**src/rtl/register_file_mp.sv**
```systemverilog
// register_file_mp
//   Parametrised register file with NUM_RD combinational read ports, optional
//   hardwired-zero register 0, optional same-cycle write-to-read bypass, a
//   per-register pending-write (busy) scoreboard and a sequential clear engine
//   that zeroes one register per cycle.
//
// Ports
//   clk, rst_n   clock (rising edge), asynchronous active-low reset
//   rd_addr      packed read addresses, port p at [p*ADDR_W +: ADDR_W]
//   rd_data      packed read data, port p at [p*DATA_W +: DATA_W]
//   rd_busy      scoreboard bit of each addressed register
//   wr_en/wr_addr/wr_data   writeback port, clears the busy bit
//   alloc_en/alloc_addr     marks a register pending
//   clr_req      start a full clear sweep (ignored while sweeping)
//   clr_busy     clear sweep in progress; writes and allocs are dropped
module register_file_mp #(
  parameter int DATA_W   = 32,
  parameter int ADDR_W   = 5,
  parameter int NUM_RD   = 2,
  parameter int ZERO_REG = 1,
  parameter int BYPASS   = 1
) (
  input  logic                     clk,
  input  logic                     rst_n,
  input  logic [NUM_RD*ADDR_W-1:0] rd_addr,
  output logic [NUM_RD*DATA_W-1:0] rd_data,
  output logic [NUM_RD-1:0]        rd_busy,
  input  logic                     wr_en,
  input  logic [ADDR_W-1:0]        wr_addr,
  input  logic [DATA_W-1:0]        wr_data,
  input  logic                     alloc_en,
  input  logic [ADDR_W-1:0]        alloc_addr,
  input  logic                     clr_req,
  output logic                     clr_busy
);

  localparam int DEPTH = 1 << ADDR_W;

  typedef enum logic {
    ST_IDLE,
    ST_CLEAR
  } state_t;

  state_t              state_q, state_d;
  logic [ADDR_W-1:0]   idx_q, idx_d;
  logic [DATA_W-1:0]   mem_q [DEPTH];
  logic [DATA_W-1:0]   mem_d [DEPTH];
  logic [DEPTH-1:0]    busy_q, busy_d;

  logic                wr_drop;
  logic                alloc_drop;
  logic                wr_ok;
  logic                alloc_ok;

  assign clr_busy   = (state_q == ST_CLEAR);
  assign wr_drop    = (ZERO_REG != 0) && (wr_addr == '0);
  assign alloc_drop = (ZERO_REG != 0) && (alloc_addr == '0);
  assign wr_ok      = wr_en && !wr_drop && !clr_busy;
  assign alloc_ok   = alloc_en && !alloc_drop && !clr_busy;

  always_comb begin
    state_d = state_q;
    idx_d   = idx_q;
    mem_d   = mem_q;
    busy_d  = busy_q;
    unique case (state_q)
      ST_IDLE: begin
        if (wr_ok) begin
          mem_d[wr_addr]  = wr_data;
          busy_d[wr_addr] = 1'b0;
        end
        // Alloc is applied after the write so a same-register pair leaves
        // the register pending on the new producer.
        if (alloc_ok) begin
          busy_d[alloc_addr] = 1'b1;
        end
        if (clr_req) begin
          state_d = ST_CLEAR;
          idx_d   = '0;
          busy_d  = '0;
        end
      end
      ST_CLEAR: begin
        mem_d[idx_q] = '0;
        idx_d        = idx_q + 1'b1;
        if (idx_q == '1) begin
          state_d = ST_IDLE;
        end
      end
    endcase
  end

  always_ff @(posedge clk or negedge rst_n) begin
    if (!rst_n) begin
      state_q <= ST_IDLE;
      idx_q   <= '0;
      mem_q   <= '{default: '0};
      busy_q  <= '0;
    end else begin
      state_q <= state_d;
      idx_q   <= idx_d;
      mem_q   <= mem_d;
      busy_q  <= busy_d;
    end
  end

  for (genvar p = 0; p < NUM_RD; p++) begin : g_rd
    logic [ADDR_W-1:0] addr;
    logic              is_zero;
    logic              hit;

    assign addr    = rd_addr[p*ADDR_W +: ADDR_W];
    assign is_zero = (ZERO_REG != 0) && (addr == '0);
    // wr_drop excludes a dropped r0 write from forwarding even with ZERO_REG.
    assign hit     = (BYPASS != 0) && wr_en && !wr_drop && (wr_addr == addr);

    assign rd_data[p*DATA_W +: DATA_W] = (clr_busy || is_zero) ? '0 :
                                         hit ? wr_data : mem_q[addr];
    assign rd_busy[p] = !(clr_busy || is_zero || hit) && busy_q[addr];
  end

endmodule
```
**config.mk**
```make
export PLATFORM = sky130hd
export DESIGN_NAME = register_file_mp
export DESIGN_NICKNAME = d
export VERILOG_FILES = /design/src/rtl/register_file_mp.sv
export SDC_FILE = /design/constraint.sdc
export NUM_CORES = 2
export LEC_CHECK = 0
export BUFFER_PORTS_ARGS = -buffer_cell sky130_fd_sc_hd__buf_2
export CORE_UTILIZATION = 35
export CTS_CLUSTER_DIAMETER = 120
export DETAILED_ROUTE_END_ITERATION = 7
export PLACE_DENSITY_LB_ADDON = 0.08
export SYNTH_ARGS = -nofsm -noshare
export SYNTH_HDL_FRONTEND = slang
export SYNTH_SLANG_ARGS = --single-unit
```
**constraint.sdc**
```tcl
create_clock -name clk -period 3 [get_ports clk]
set_input_delay 0.3 -clock clk [delete_from_list [all_inputs] [get_ports clk]]
set_output_delay 0.3 -clock clk [all_outputs]
set_load 0.02 [all_outputs]
```
== After elaboration in Yosys (flattened, before gate mapping) ==
Index checks and enable logic that the tools add are counted.

* Multiplexer cells: 34
* Equality and inequality tests: 5
* Add/subtract/negate cells: 1
* Bitwise operators: 10
* Order comparisons: 12
* Reductions and logical operators: 25

{| class="wikitable"
|+ Operators with widths
! operator !! count
|-
| one-hot mux 1024 bit (2 select lines) || 1
|-
| bitwise AND 1024 bit || 1
|-
| bitwise mux 1024 bit || 1
|-
| two-way mux 1024 bit || 1
|-
| inverter 1024 bit || 1
|-
| two-way mux 32 bit || 14
|-
| binary-select mux 32 bit (select 5 bit) || 2
|-
| demux 32 bit (select 5 bit) || 2
|-
| bitwise AND 32 bit || 1
|-
| inverter 32 bit || 1
|-
| bitwise OR 32 bit || 1
|-
| >= comparator 6 bit (second input constant) || 4
|-
| < comparator 5 x 6 -> 1 bit (second input constant) || 4
|-
| inverter 5 -> 6 bit || 4
|-
| logical NOT 5 bit || 4
|-
| logical AND 1 bit || 12
|-
| < comparator 6 x 1 -> 1 bit (second input constant) || 2
|-
| binary-select mux 1 bit (select 5 bit) || 2
|-
| demux 1 bit (select 5 bit) || 2
|-
| == test 5 bit || 2
|-
| >= comparator 5 x 1 -> 1 bit (second input constant) || 2
|-
| one-hot mux 5 bit (2 select lines) || 1
|-
| two-way mux 1 bit || 6
|-
| adder 5 x 1 -> 5 bit (second input constant) || 1
|-
| other kinds (7) || 15
|}

* Input bits: 57
* Output and inout bits: 67
* Register bits after elaboration: 1,062

== Depth between registers and ports, before layout ==
* Word-level depth: 11
* Mapped depth: 10
* Depth with buffers taken out: 5

== Worst setup path after synthesis ==
Ideal clock, no wire load.

* Kind: input -> output
* Start point: input port rd_addr[6]
* End point: output port rd_data[40]
* Stages on the path: 8
* Data required time: 2,700 ps
* Path slack: 550 ps
* Arrival: 2,150 ps
* Path through: buf_2 > buf_2 > buf_2 > clkbuf_1 > mux4_2 > a22oi_1 > o211ai_1 > a32o_1

* Word-level cells in the longest chain between the ends: 6
* Elaborated cells between the ends (all ways): 10
* Classes of those cells: eq/ne: 1; mux: 5; bitwise: 1; reduce/logical: 3

{| class="wikitable"
|+ RTL lines
! item !! RTL line !! text
|-
| start: declaration || 25 || <nowiki>input logic [NUM_RD*ADDR_W-1:0] rd_addr,</nowiki>
|-
| inverter 5 -> 6 bit (implied by the code) || 118 || <nowiki>hit ? wr_data : mem_q[addr];</nowiki>
|-
| binary-select mux 32 bit (select 5 bit) || 118 ||
|-
| two-way mux 32 bit (implied by the code) (2 in a row) || 118 ||
|-
| two-way mux 32 bit || 118 ||
|-
| two-way mux 32 bit * || 117 || <nowiki>assign rd_data[p*DATA_W +: DATA_W] = (clr_busy || is_zero) ? '0 :</nowiki>
|-
| end: declaration || 26 || <nowiki>output logic [NUM_RD*DATA_W-1:0] rd_data,</nowiki>
|}

Mark *: on every way between the ends. The rest lies on a longest branch, timed or not. The select of a mux whose other input is x is not followed.

== Worst setup path after layout ==
* Start point: register mem_q[407] in the netlist's numbering
* End point: output port rd_data[23]

* Word-level cells in the longest chain between the ends: 5

{| class="wikitable"
|+ RTL lines
! item !! RTL line !! text
|-
| start: declaration || 46 || <nowiki>logic [DATA_W-1:0] mem_q [DEPTH];</nowiki>
|-
| start signal: assignment || 102 || <nowiki>mem_q <= mem_d;</nowiki>
|-
| binary-select mux 32 bit (select 5 bit) || 118 ||
|-
| two-way mux 32 bit (implied by the code) (2 in a row) || 118 ||
|-
| two-way mux 32 bit || 118 ||
|-
| two-way mux 32 bit || 117 ||
|}

Every way passes these cells. The select of a mux whose other input is x is not followed.

==> results.yml <==
routing:
  routed-via-count: 44568
  post-route-drc-count: 0
  firstDrtPassIters: 5
  wirelength_mm: 264
  route.antenna.remaining_nets: 0
  avgViaCountPerCell: 6.81
  post_drt_wl_per_cell_microns: 40.3
  drt_iter0_markers: 4846
timing:
  fin_skew_ns: 0.0244
  final-setup-viol-count: 28
  slew_headroom: 0.0816
  post-route-worst-setup-slack_ns: -0.214
  fmax_ghz: 0.311
  final_critical_period_ns: 3.21
  worst_pin_slew_ns: 1.37
  final_clock_period_utilization_by_the_worst_path: 1.07
  finalHoldViolations: 0
  hold_ws_ns: 0.0378
  rsz0062_at_grt: "yes"
  timing.final.max_slew_violations: 0
power:
  powerDensity_nw_per_um2: 692
  total_leakage_power_nw: 29.9
  ir_drop_uv: 597
placement:
  place.gp.congestion: 0.835
  port_buffers: 123
  detailedPlace.worstSlack_ns: -0.000339
  hpwl_mm: 154
global_route:
  gr_met1_demand_resource: 0.445
  global_route.usage.total: 0.325
  gr-usage-met2: 0.500
  gr-usage-met3: 0.0734
  number_of_global_route_vias_before_repair: 44829
  grt_pass1_wl_mm: 371
  grt_busiest_layer: "met2"
  grt_overflow: 0
  grt_start_max_net_pins: 100
  antenna_violations_before_repair: 6
floorplanning:
  io_pins: 124
  fp-row-count: 146
  chipHeight_microns: 402
  core_area_sq_um: 159000
  die_x_microns: 402
  start_util: 0.353
  floorplan.die_area_sq_um: 161000
min_path:
  hold_crit_start: "wr_data[26]"
  min_path_cells: 2
  hold_class: "in -> reg"
synthesis:
  mappedNetlistArea_sq_um: 55900
  syn_inst: 4198
  ys_ff_latch: 1062
  synth_enable_flop_cells: 0
  avgSynthCellArea_sq_um: 13.3
  netlist.area_leader.share: 0.475
  total_of_warnings_raised_by_yosys: 0
  post_synth_main_area_contributors: "sky130_fd_sc_hd__dfrtp_1, sky130_fd_sc_hd__mux4_2, sky130_fd_sc_hd__a22o_1, sky130_fd_sc_hd__mux2i_1, sky130_fd_sc_hd__clkbuf_1"
  synth_sequential_area_ratio: 0.475
  synthDistinctLibCells: 54
  postSynthNetCount: 4260
  async_reset_ff_frac: 1.00
  most_common_flop_cell_mapped_by_yosys: "sky130_fd_sc_hd__dfrtp_1"
  synth_top_area_cell: "sky130_fd_sc_hd__dfrtp_1"
critical_path:
  crit_path_start: "mem_q[407]"
  reg2reg_depth: 7
  worstSetupEndpointType: "output port"
  startpoint_type: "register"
  critPathArrivalTime_ns: 2.91
  reg2reg_from: "clr_busy"
  critPathKind: "reg -> out"
  cp_max_fo: 3
  timing.critical_path.required_ns: 2.70
layout:
  layout.cells.most_common_list: "sky130_fd_sc_hd__dfrtp_1, sky130_fd_sc_hd__a22o_1, sky130_fd_sc_hd__mux4_2"
  num_antenna_cells: 0
  layout_commonest_cell: "sky130_fd_sc_hd__dfrtp_1"
  area_delta_synth_final_pct: 21.1
  final_util: 0.427
  final_net_count: 4428
  drive_gt1_frac: 0.302
clock_network:
  clk_pin_slew_ns: 0.06
  clock_latency_ns: 0.80
  tritoncts.num_buffers: 133
  cts_tree: "done"
  clock_sinks: 1062
  root_buffer_selected_by_cts: "sky130_fd_sc_hd__clkbuf_16"
  cts_max_level: 4
  cts_max_path_buffers: 3
job:
  maxCapViolations: 0
run_status:
  outcome: "finished, violations left"
  violations: "negative setup slack"
[per-stage QoR]
step	setup TNS, ns	total power, W	cell area [sq um]	instances
after detailed placement	-0.000339	0.0293	61900	6212
after floorplan	0	0.0243	55900	4198
after global routing	-4.86	0.0485	67800	6548
after global placement	-0.0172	0.0292	61900	6212
after CTS	-3.66	0.0469	67600	6540
final	-2.68	0.0469	67800	6548
[cell usage after synthesis, drive strengths merged (2+ instances only)]
cell     instances
nor3b            8
mux4           426
ha               5
nor3            13
a221o            4
a2bb2oi         14
inv             24
a22o          1024
dfrtp         1062
nand2b           6
and3             3
a21oi           24
xnor2            9
or2              4
a22oi           76
xor2             3
or3              3
nand3            9
nor2           110
buf            163
nor2b            5
nand2          104
o21bai          32
mux2i          304
a221oi         122
a32o            27
a32oi           28
o31ai            2
a31oi           48
and2            33
and3b            3
o211a            2
o221ai          16
o21ai           20
o211ai          29
nor4             6
o22ai           25
clkbuf         397
[registers in the layout, indices dropped and copies added, names as in the netlist]
name      flops
mem_q      1024
idx_q         5
clr_busy      1
busy_q       32
[cell type report]
cell class                 instances  area [sq um]
fill                           14458         90800
multi-input combinational       2552         27800
sequential                      1062         26600
timing repair buffer             593          6070
clock buffer                     190          3960
tap                             2072          2590
clock inverter                    55           694
inverter                          24          97.6
[cells by family after synthesis]
family,Yosys count,share of synthesized area
flip-flops,1062,0.475
adder cells (fa/ha/maj),5,0.00112
XOR/XNOR,12,0.00188
multiplexers,730,0.226
AND/OR/NAND/NOR,309,0.0255
AO/OA/AOI/OAI,1496,0.226
buffers and inverters,584,0.0445
[where the power goes]
part           total [W]  leakage [nW]  internal, W  switching, W
clock network     0.0172          2.28       0.0103       0.00690
registers         0.0184          14.6       0.0166       0.00181
logic             0.0113          13.1      0.00514       0.00612
total             0.0469          29.9       0.0320        0.0148
[routing by layer]
metal,vias up,wire [microns]
li1,17457,-
met1,23938,109000
met2,2581,120000
met3,586,23600
met4,6,11700
met5,-,37
[timing repair]
action	4_1_cts	5_1_grt
hold buffers	18	0
setup endpoints to repair	65	43
pin swaps	35	9
buffers inserted	64	8
gates cloned	3	0
endpoints found under the hold margin	297	0
resized for setup	84	25
[final timing paths]
| path | to | slack [ns] |
|---|---|---|
| worst max-delay path | rd_data[23] | -0.21 |
| worst min-delay path | mem_q[410] | 0.04 |
| worst max register to register | mem_q[603] | 0.16 |
| worst min register to register | mem_q[1016] | 0.50 |
| max in group asynchronous | clr_busy | 1.67 |
| min in group asynchronous | mem_q[637] | 0.11 |
[worst max-delay path: stages (launching register included)]
cell	delay [ns]
sky130_fd_sc_hd__dfrtp_1	0.40
sky130_fd_sc_hd__mux4_2	0.47
sky130_fd_sc_hd__mux4_2	0.51
sky130_fd_sc_hd__nor2_2	0.10
sky130_fd_sc_hd__a31oi_1	0.07
sky130_fd_sc_hd__a22o_1	0.30
sky130_fd_sc_hd__buf_12	0.16
sky130_fd_sc_hd__buf_8	0.12
(Power assumes the default switching activity.)
